### config.mk
export PLATFORM = sky130hd
export DESIGN_NAME = bmp_ram_reader
export DESIGN_NICKNAME = d
export VERILOG_FILES = /design/src/rtl/bmp_ram_reader_pkg.sv /design/src/rtl/bmp_byte_fifo.sv /design/src/rtl/bmp_ram_reader.sv
export SDC_FILE = /design/constraint.sdc
export NUM_CORES = 1
export LEC_CHECK = 0
export ABC_CLOCK_PERIOD_IN_PS = 5100
export CELL_PAD_IN_SITES_DETAIL_PLACEMENT = 1
export CELL_PAD_IN_SITES_GLOBAL_PLACEMENT = 2
export CORE_AREA = 5 5 179 181
export DETAILED_ROUTE_END_ITERATION = 6
export DIE_AREA = 0 0 184 186
export PLACE_DENSITY = 0.89
export SLEW_MARGIN = 5
export SYNTH_ARGS = -nofsm -noshare
export SYNTH_HDL_FRONTEND = slang
export SYNTH_SLANG_ARGS = --single-unit
### constraint.sdc
create_clock -name clk -period 5.1 [get_ports clk]
set_clock_uncertainty 0.15 [all_clocks]
set_input_delay 1.02 -clock clk [delete_from_list [all_inputs] [get_ports clk]]
set_output_delay 1.02 -clock clk [all_outputs]
set_load 0.02 [all_outputs]
### src/rtl/bmp_ram_reader_pkg.sv
// Shared widths, state encoding and buffer payload for the BMP RAM reader.
package bmp_ram_reader_pkg;

  localparam int unsigned ADDR_WIDTH     = 32;
  localparam int unsigned BYTE_WIDTH     = 8;
  localparam int unsigned BMP_TOTAL_SIZE = 786486;
  localparam int unsigned FIFO_DEPTH     = 2;
  localparam int unsigned CNT_WIDTH      = 2;

  typedef enum logic [1:0] {
    IDLE  = 2'd0,
    READ  = 2'd1,
    DRAIN = 2'd2,
    DONE  = 2'd3
  } state_t;

  typedef struct packed {
    logic                  last;
    logic [BYTE_WIDTH-1:0] data;
  } fifo_entry_t;

endpackage

### src/rtl/bmp_byte_fifo.sv
// Two-entry synchronous FIFO holding returned RAM bytes plus their last flag.
module bmp_byte_fifo
  import bmp_ram_reader_pkg::*;
(
  input  logic                 clk,
  input  logic                 rst,
  input  logic                 i_push,
  input  fifo_entry_t          i_wr_entry,
  input  logic                 i_pop,
  output fifo_entry_t          o_rd_entry,
  output logic                 o_full,
  output logic                 o_empty,
  output logic [CNT_WIDTH-1:0] o_count
);

  fifo_entry_t          r_mem [FIFO_DEPTH];
  logic                 r_wr_ptr;
  logic                 r_rd_ptr;
  logic [CNT_WIDTH-1:0] r_count;
  logic                 w_do_pop;
  logic                 w_do_push;

  assign o_full     = (r_count == CNT_WIDTH'(FIFO_DEPTH));
  assign o_empty    = (r_count == '0);
  assign o_count    = r_count;
  assign o_rd_entry = r_mem[r_rd_ptr];

  // A push into a full buffer is only taken when a pop frees a slot in the same cycle.
  assign w_do_pop  = i_pop && !o_empty;
  assign w_do_push = i_push && (!o_full || w_do_pop);

  always_ff @(posedge clk) begin
    if (rst) begin
      for (int i = 0; i < FIFO_DEPTH; i++) r_mem[i] <= '0;
      r_wr_ptr <= 1'b0;
      r_rd_ptr <= 1'b0;
      r_count  <= '0;
    end else begin
      if (w_do_push) begin
        r_mem[r_wr_ptr] <= i_wr_entry;
        r_wr_ptr        <= ~r_wr_ptr;
      end
      if (w_do_pop) r_rd_ptr <= ~r_rd_ptr;
      r_count <= r_count + CNT_WIDTH'(w_do_push) - CNT_WIDTH'(w_do_pop);
    end
  end

endmodule

### src/rtl/bmp_ram_reader.sv
// Streams a contiguous byte range of the image RAM out as a valid/ready byte stream.
module bmp_ram_reader
  import bmp_ram_reader_pkg::*;
#(
  parameter int unsigned TOTAL_SIZE = BMP_TOTAL_SIZE
) (
  input  logic                  clk,
  input  logic                  rst,
  input  logic                  start,
  input  logic [ADDR_WIDTH-1:0] base_addr,
  input  logic [ADDR_WIDTH-1:0] len,
  output logic                  busy,
  output logic                  done,
  output logic                  RAM_rd_en,
  output logic [ADDR_WIDTH-1:0] RAM_addr,
  input  logic [BYTE_WIDTH-1:0] RAM_Q,
  output logic                  out_valid,
  input  logic                  out_ready,
  output logic [BYTE_WIDTH-1:0] out_data,
  output logic                  out_last
);

  state_t                r_state;
  state_t                w_next;
  logic [ADDR_WIDTH-1:0] r_addr;
  logic [ADDR_WIDTH-1:0] r_eff_len;
  logic [ADDR_WIDTH-1:0] r_issued;
  logic [ADDR_WIDTH-1:0] r_returned;
  logic                  r_inflight;
  logic                  w_rd_en;
  logic                  w_pop;
  logic                  w_room;
  logic                  w_full;
  logic                  w_empty;
  logic [CNT_WIDTH-1:0]  w_count;
  fifo_entry_t           w_wr_entry;
  fifo_entry_t           w_rd_entry;

  assign w_pop  = !w_empty && out_ready;
  // Buffered + in-flight bytes, less the one leaving now, must stay below the buffer depth.
  assign w_room = (3'({1'b0, w_count}) + 3'(r_inflight)) < (3'(FIFO_DEPTH) + 3'(w_pop));

  assign w_wr_entry.data = RAM_Q;
  assign w_wr_entry.last = (r_returned == r_eff_len - ADDR_WIDTH'(1));

  always_comb begin
    w_next  = r_state;
    w_rd_en = 1'b0;
    case (r_state)
      IDLE:  if (start) w_next = READ;
      READ: begin
        w_rd_en = (r_issued < r_eff_len) && w_room;
        if (w_rd_en && (r_issued == r_eff_len - ADDR_WIDTH'(1))) w_next = DRAIN;
      end
      DRAIN: if (w_pop && w_rd_entry.last) w_next = DONE;
      DONE:  w_next = IDLE;
      default: w_next = IDLE;
    endcase
  end

  always_ff @(posedge clk) begin
    if (rst) begin
      r_state    <= IDLE;
      r_addr     <= '0;
      r_eff_len  <= '0;
      r_issued   <= '0;
      r_returned <= '0;
      r_inflight <= 1'b0;
    end else begin
      r_state    <= w_next;
      r_inflight <= w_rd_en;
      if (r_state == IDLE && start) begin
        r_addr     <= base_addr;
        r_eff_len  <= (len == '0) ? ADDR_WIDTH'(TOTAL_SIZE) : len;
        r_issued   <= '0;
        r_returned <= '0;
      end
      if (w_rd_en) begin
        r_addr   <= r_addr + ADDR_WIDTH'(1);
        r_issued <= r_issued + ADDR_WIDTH'(1);
      end
      if (r_inflight) r_returned <= r_returned + ADDR_WIDTH'(1);
    end
  end

  // Issue throttling guarantees a returning byte always finds a free slot.
  always_ff @(posedge clk) begin
    if (!rst) assert (!(r_inflight && w_full && !w_pop));
  end

  bmp_byte_fifo u_fifo (
    .clk        (clk),
    .rst        (rst),
    .i_push     (r_inflight),
    .i_wr_entry (w_wr_entry),
    .i_pop      (w_pop),
    .o_rd_entry (w_rd_entry),
    .o_full     (w_full),
    .o_empty    (w_empty),
    .o_count    (w_count)
  );

  assign busy      = (r_state == READ) || (r_state == DRAIN);
  assign done      = (r_state == DONE);
  assign RAM_rd_en = w_rd_en;
  assign RAM_addr  = r_addr;
  assign out_valid = !w_empty;
  assign out_data  = w_rd_entry.data;
  assign out_last  = w_rd_entry.last && !w_empty;

endmodule
==> results.py <==
metrics = {
    "critical_path": {
        "critical_path.cell_chain": "clkdlybuf4s50_1, o21ai_0, o21ai_0, nand2_1, nor4_1, a41o_2, nand2_2, clkinv_1, clkdlybuf4s50_1",
        "required_time_of_the_worst_setup_path_ps": 3930,
        "slowest_stage_delay_on_critical_path_ps": 610,
        "critPathLaunchType": "input pin",
        "timing.critical_path.fanout_max": 4,
        "slowest_stage": "sky130_fd_sc_hd__clkdlybuf4s50_1",
        "setup.worst_path.end_class": "primary output",
        "timing.setup.critical_path_class": "input pin to primary output",
        "critical_path.n_buffers_inverters": 3,
        "critPathArrivalTime_ps": 3260,
        "cpLargestDelayFamily": "buffers and inverters",
    },
    "clock_tree": {
        "cts-root-buf": "sky130_fd_sc_hd__clkbuf_16",
        "cts_hold_buf": 0,
        "max-clock-path-buffers": 2,
        "cts_tree": "yes",
        "number_of_buffers_added_by_the_clock_tree_synthesis_step": 17,
        "cts_resized": 0,
        "tritoncts_num_sinks": 154,
        "ctsHtreeMaxLevel": 4,
        "postCtsSetupRepairBufs": 0,
        "clk_transition_reported_paths_ps": 70,
        "clock_latency_ps": 440,
    },
    "grt": {
        "grt_usage_pct": 20.0,
        "via_count_of_the_first_global_routing_pass": 10100,
        "grt_max_degree": 82,
        "overflow": 0,
        "wire_length_of_the_first_global_routing_pass_um": 55200,
        "antenna_found_initial": 0,
    },
    "power": {
        "pwr-share-comb_pct": 46.4,
        "p_sw_mw": 2.42,
        "part_of_the_total_power_dissipated_in_sequential_elements_pct": 29.4,
        "power-per-cell-area_nw_per_um2": 454,
        "leakagePower_nw": 4.32,
        "power.clock.fraction_pct": 24.1,
        "power.share.switching_pct": 43.7,
        "internal_mw": 3.13,
        "max-vdd-ir-drop_v": 0.000248,
        "finalPower_mw": 5.55,
    },
    "synthesis": {
        "yosysWarnings": 0,
        "synthSimpleGateAreaFrac_pct": 29.0,
        "synth_top_family_by_area": "simple AND/OR/NAND/NOR gates",
        "synth_area_leaders": "sky130_fd_sc_hd__dfxtp_1 27%, sky130_fd_sc_hd__a21oi_1 6.6%, sky130_fd_sc_hd__ha_1 5.5%, sky130_fd_sc_hd__xnor2_1 5.5%, sky130_fd_sc_hd__edfxtp_1 5.3%",
        "post_synth_num_cell_types": 80,
        "yosys.area.top_type": "sky130_fd_sc_hd__dfxtp_1",
        "synth.top_cell.area_share_pct": 26.8,
        "ys_seq_elements": 154,
        "synth_async_sr_flop_share_pct": 0,
        "netlist_area_um2": 10100,
        "synth_xor_area_share_pct": 7.86,
        "synth_ff_type": "sky130_fd_sc_hd__dfxtp_1",
        "synthAdderAreaFrac_pct": 5.55,
        "post_synth_mux_area_share_pct": 1.86,
        "synth_seq_area_share_pct": 32.1,
        "netlist_instances": 1284,
        "synth_nets": 1405,
        "post_synthesis_compound_gate_area_fraction_pct": 17.4,
        "synth-edff-count": 18,
        "synthesis.area_per_instance_um2": 7.90,
    },
    "finish": {
        "num-nets-final": 1486,
        "final.fill_count": 3635,
        "multi_input_area_um2": 6270,
        "drive_above_1_share_pct": 7.84,
        "regArea_um2": 3260,
        "syn_to_final_growth_pct": 20.4,
        "antenna_diode_count": 0,
    },
    "sta": {
        "rsz_0062_raised_after_global_routing": "false",
        "final-max-slew-violation-count": 0,
        "maxClockFrequency_ghz": 0.226,
        "min_period_ps": 4430,
        "setup-tns-final_ps": 0,
        "final_min_period_over_clock_period_pct": 86.9,
        "hold_viol": 0,
        "timing.slew.headroom_pct": 29.9,
        "setup_viol": 0,
        "pin_slew_with_the_least_headroom_to_its_limit_ps": 1050,
    },
    "detailed_routing": {
        "totalWireLength_um": 34500,
        "post_drt_via_cell_ratio": 5.60,
        "dr.first_iter.drc_count": 508,
        "num_vias": 9934,
        "post-route-drc-count": 0,
        "drtPass1Iterations": 4,
        "drtAntennaViolNets": 0,
        "post_drt_wl_per_cell_um": 19.4,
    },
    "run_status": {
        "outcome": "finished, final reports clean",
    },
    "floorplanning": {
        "initial_core_util_pct": 33.5,
        "top_level_ports": 121,
        "floorplan.die.width_um": 184,
        "placeableCoreArea_um2": 30300,
        "die-height_um": 186,
        "floorplan.rows": 64,
        "design.die.area_um2": 34200,
    },
    "worst_hold_path": {
        "tightest_hold_check_type": "flip-flop to flip-flop",
    },
    "place": {
        "hpwl_dp_um": 25800,
        "io_buffer_count": 120,
        "gp_congestion": 0.894,
    },
    "run": {
        "maxCapViolCount": 0,
    },
}
[layer usage]
layer,part of all wire (%),GRT usage (%)
met5,0,0
met4,1.9,5.83
met3,3.5,3.19
met2,47,33.2
met1,47,26.8
[cell type report]
| cell class | count | area share (%) |
|---|---|---|
| multi-input combinational | 991 | 51.3 |
| tap | 396 | 4.05 |
| timing repair buffer | 142 | 11.2 |
| clock buffer | 17 | 3.48 |
| inverter | 59 | 1.81 |
| sequential | 154 | 26.7 |
| clock inverter | 15 | 1.47 |
[power groups by stage]
stage | clock network [mW] | logic, mW | registers [mW]
after detailed placement | 0 | 2.58 | 1.65
after global placement | 0 | 2.52 | 1.65
after CTS | 1.36 | 2.60 | 1.63
after floorplan | 0 | 1.69 | 1.63
after global routing | 1.42 | 2.82 | 1.66
final | 1.34 | 2.58 | 1.63
[synth_stat cells, types with 26 or more instances]
cell                         n
sky130_fd_sc_hd__nor3_1     51
sky130_fd_sc_hd__o21ai_0    64
sky130_fd_sc_hd__ha_1       45
sky130_fd_sc_hd__and3_1     40
sky130_fd_sc_hd__inv_1      58
sky130_fd_sc_hd__a21oi_1   133
sky130_fd_sc_hd__dfxtp_1   136
sky130_fd_sc_hd__nor2_1     99
sky130_fd_sc_hd__nand2_1   114
sky130_fd_sc_hd__nor4_1     35
sky130_fd_sc_hd__clkbuf_1   58
sky130_fd_sc_hd__nand3_1    53
sky130_fd_sc_hd__and2_1     26
sky130_fd_sc_hd__xnor2_1    64
[layout by cell type, fill, tap and decap left out, types with 40 or more instances in the layout]
| master | Yosys | routed |
|---|---|---|
| sky130_fd_sc_hd__dfxtp_1 | 136 | 136 |
| sky130_fd_sc_hd__a21oi_1 | 133 | 133 |
| sky130_fd_sc_hd__clkdlybuf4s50_1 | 0 | 119 |
| sky130_fd_sc_hd__nand2_1 | 114 | 113 |
| sky130_fd_sc_hd__nor2_1 | 99 | 97 |
| sky130_fd_sc_hd__o21ai_0 | 64 | 64 |
| sky130_fd_sc_hd__xnor2_1 | 64 | 64 |
| sky130_fd_sc_hd__inv_1 | 58 | 58 |
| sky130_fd_sc_hd__nand3_1 | 53 | 53 |
| sky130_fd_sc_hd__nor3_1 | 51 | 51 |
| sky130_fd_sc_hd__ha_1 | 45 | 45 |
| sky130_fd_sc_hd__and3_1 | 40 | 40 |
[through the flow]
stage	hold slack, ps	cell area, um^2	setup slack [ps]	utilization, %	instances
detailed placement	333	11600	647	38.4	1742
finish	344	12200	667	40.4	1774
global placement	300	11600	657	38.4	1742
floorplan	286	10100	1170	-	1284
CTS	349	12200	635	40.4	1774
global route	374	12200	450	40.4	1774
[sequential cells by signal (all words and copies together) (netlist names), named ones only]
signal,cells
r_returned,32
u_fifo.r_mem,18
r_inflight,1
r_issued,32
r_state,2
u_fifo.o_count,2
u_fifo.r_wr_ptr,1
RAM_addr,32
r_eff_len,32
u_fifo.r_rd_ptr,1
[worst register-to-register path, cell delays in order, from the launching register on]
cell and delay, ps:
sky130_fd_sc_hd__dfxtp_1 390, sky130_fd_sc_hd__nor4_1 830, sky130_fd_sc_hd__nand4_1 310, sky130_fd_sc_hd__nor4_1 490, sky130_fd_sc_hd__xnor2_1 260, sky130_fd_sc_hd__o21ai_0 160
sky130_fd_sc_hd__or4b_2 680, sky130_fd_sc_hd__nor4_4 360, sky130_fd_sc_hd__o21ai_0 130, sky130_fd_sc_hd__nor3b_2 160
[path summary, 6_finish.rpt]
path | slack (ps) | cells after the start | from | to
max reg2reg | 1030 | 9 | r_eff_len[4] | r_state[0]
min | 340 | 2 | r_eff_len[31] | r_eff_len[31]
max | 670 | 9 | out_ready | RAM_rd_en
min reg2reg | 340 | 2 | r_eff_len[31] | r_eff_len[31]
[kinds of logic after synthesis]
| family | after synthesis |
|---|---|
| AO/OA/AOI/OAI | 293 |
| XOR/XNOR | 88 |
| adder cells (fa/ha/maj) | 45 |
| buffers and inverters | 139 |
| flip-flops | 154 |
| multiplexers | 17 |
| AND/OR/NAND/NOR | 548 |
No activity file was read; power rests on OpenSTA's default activity.
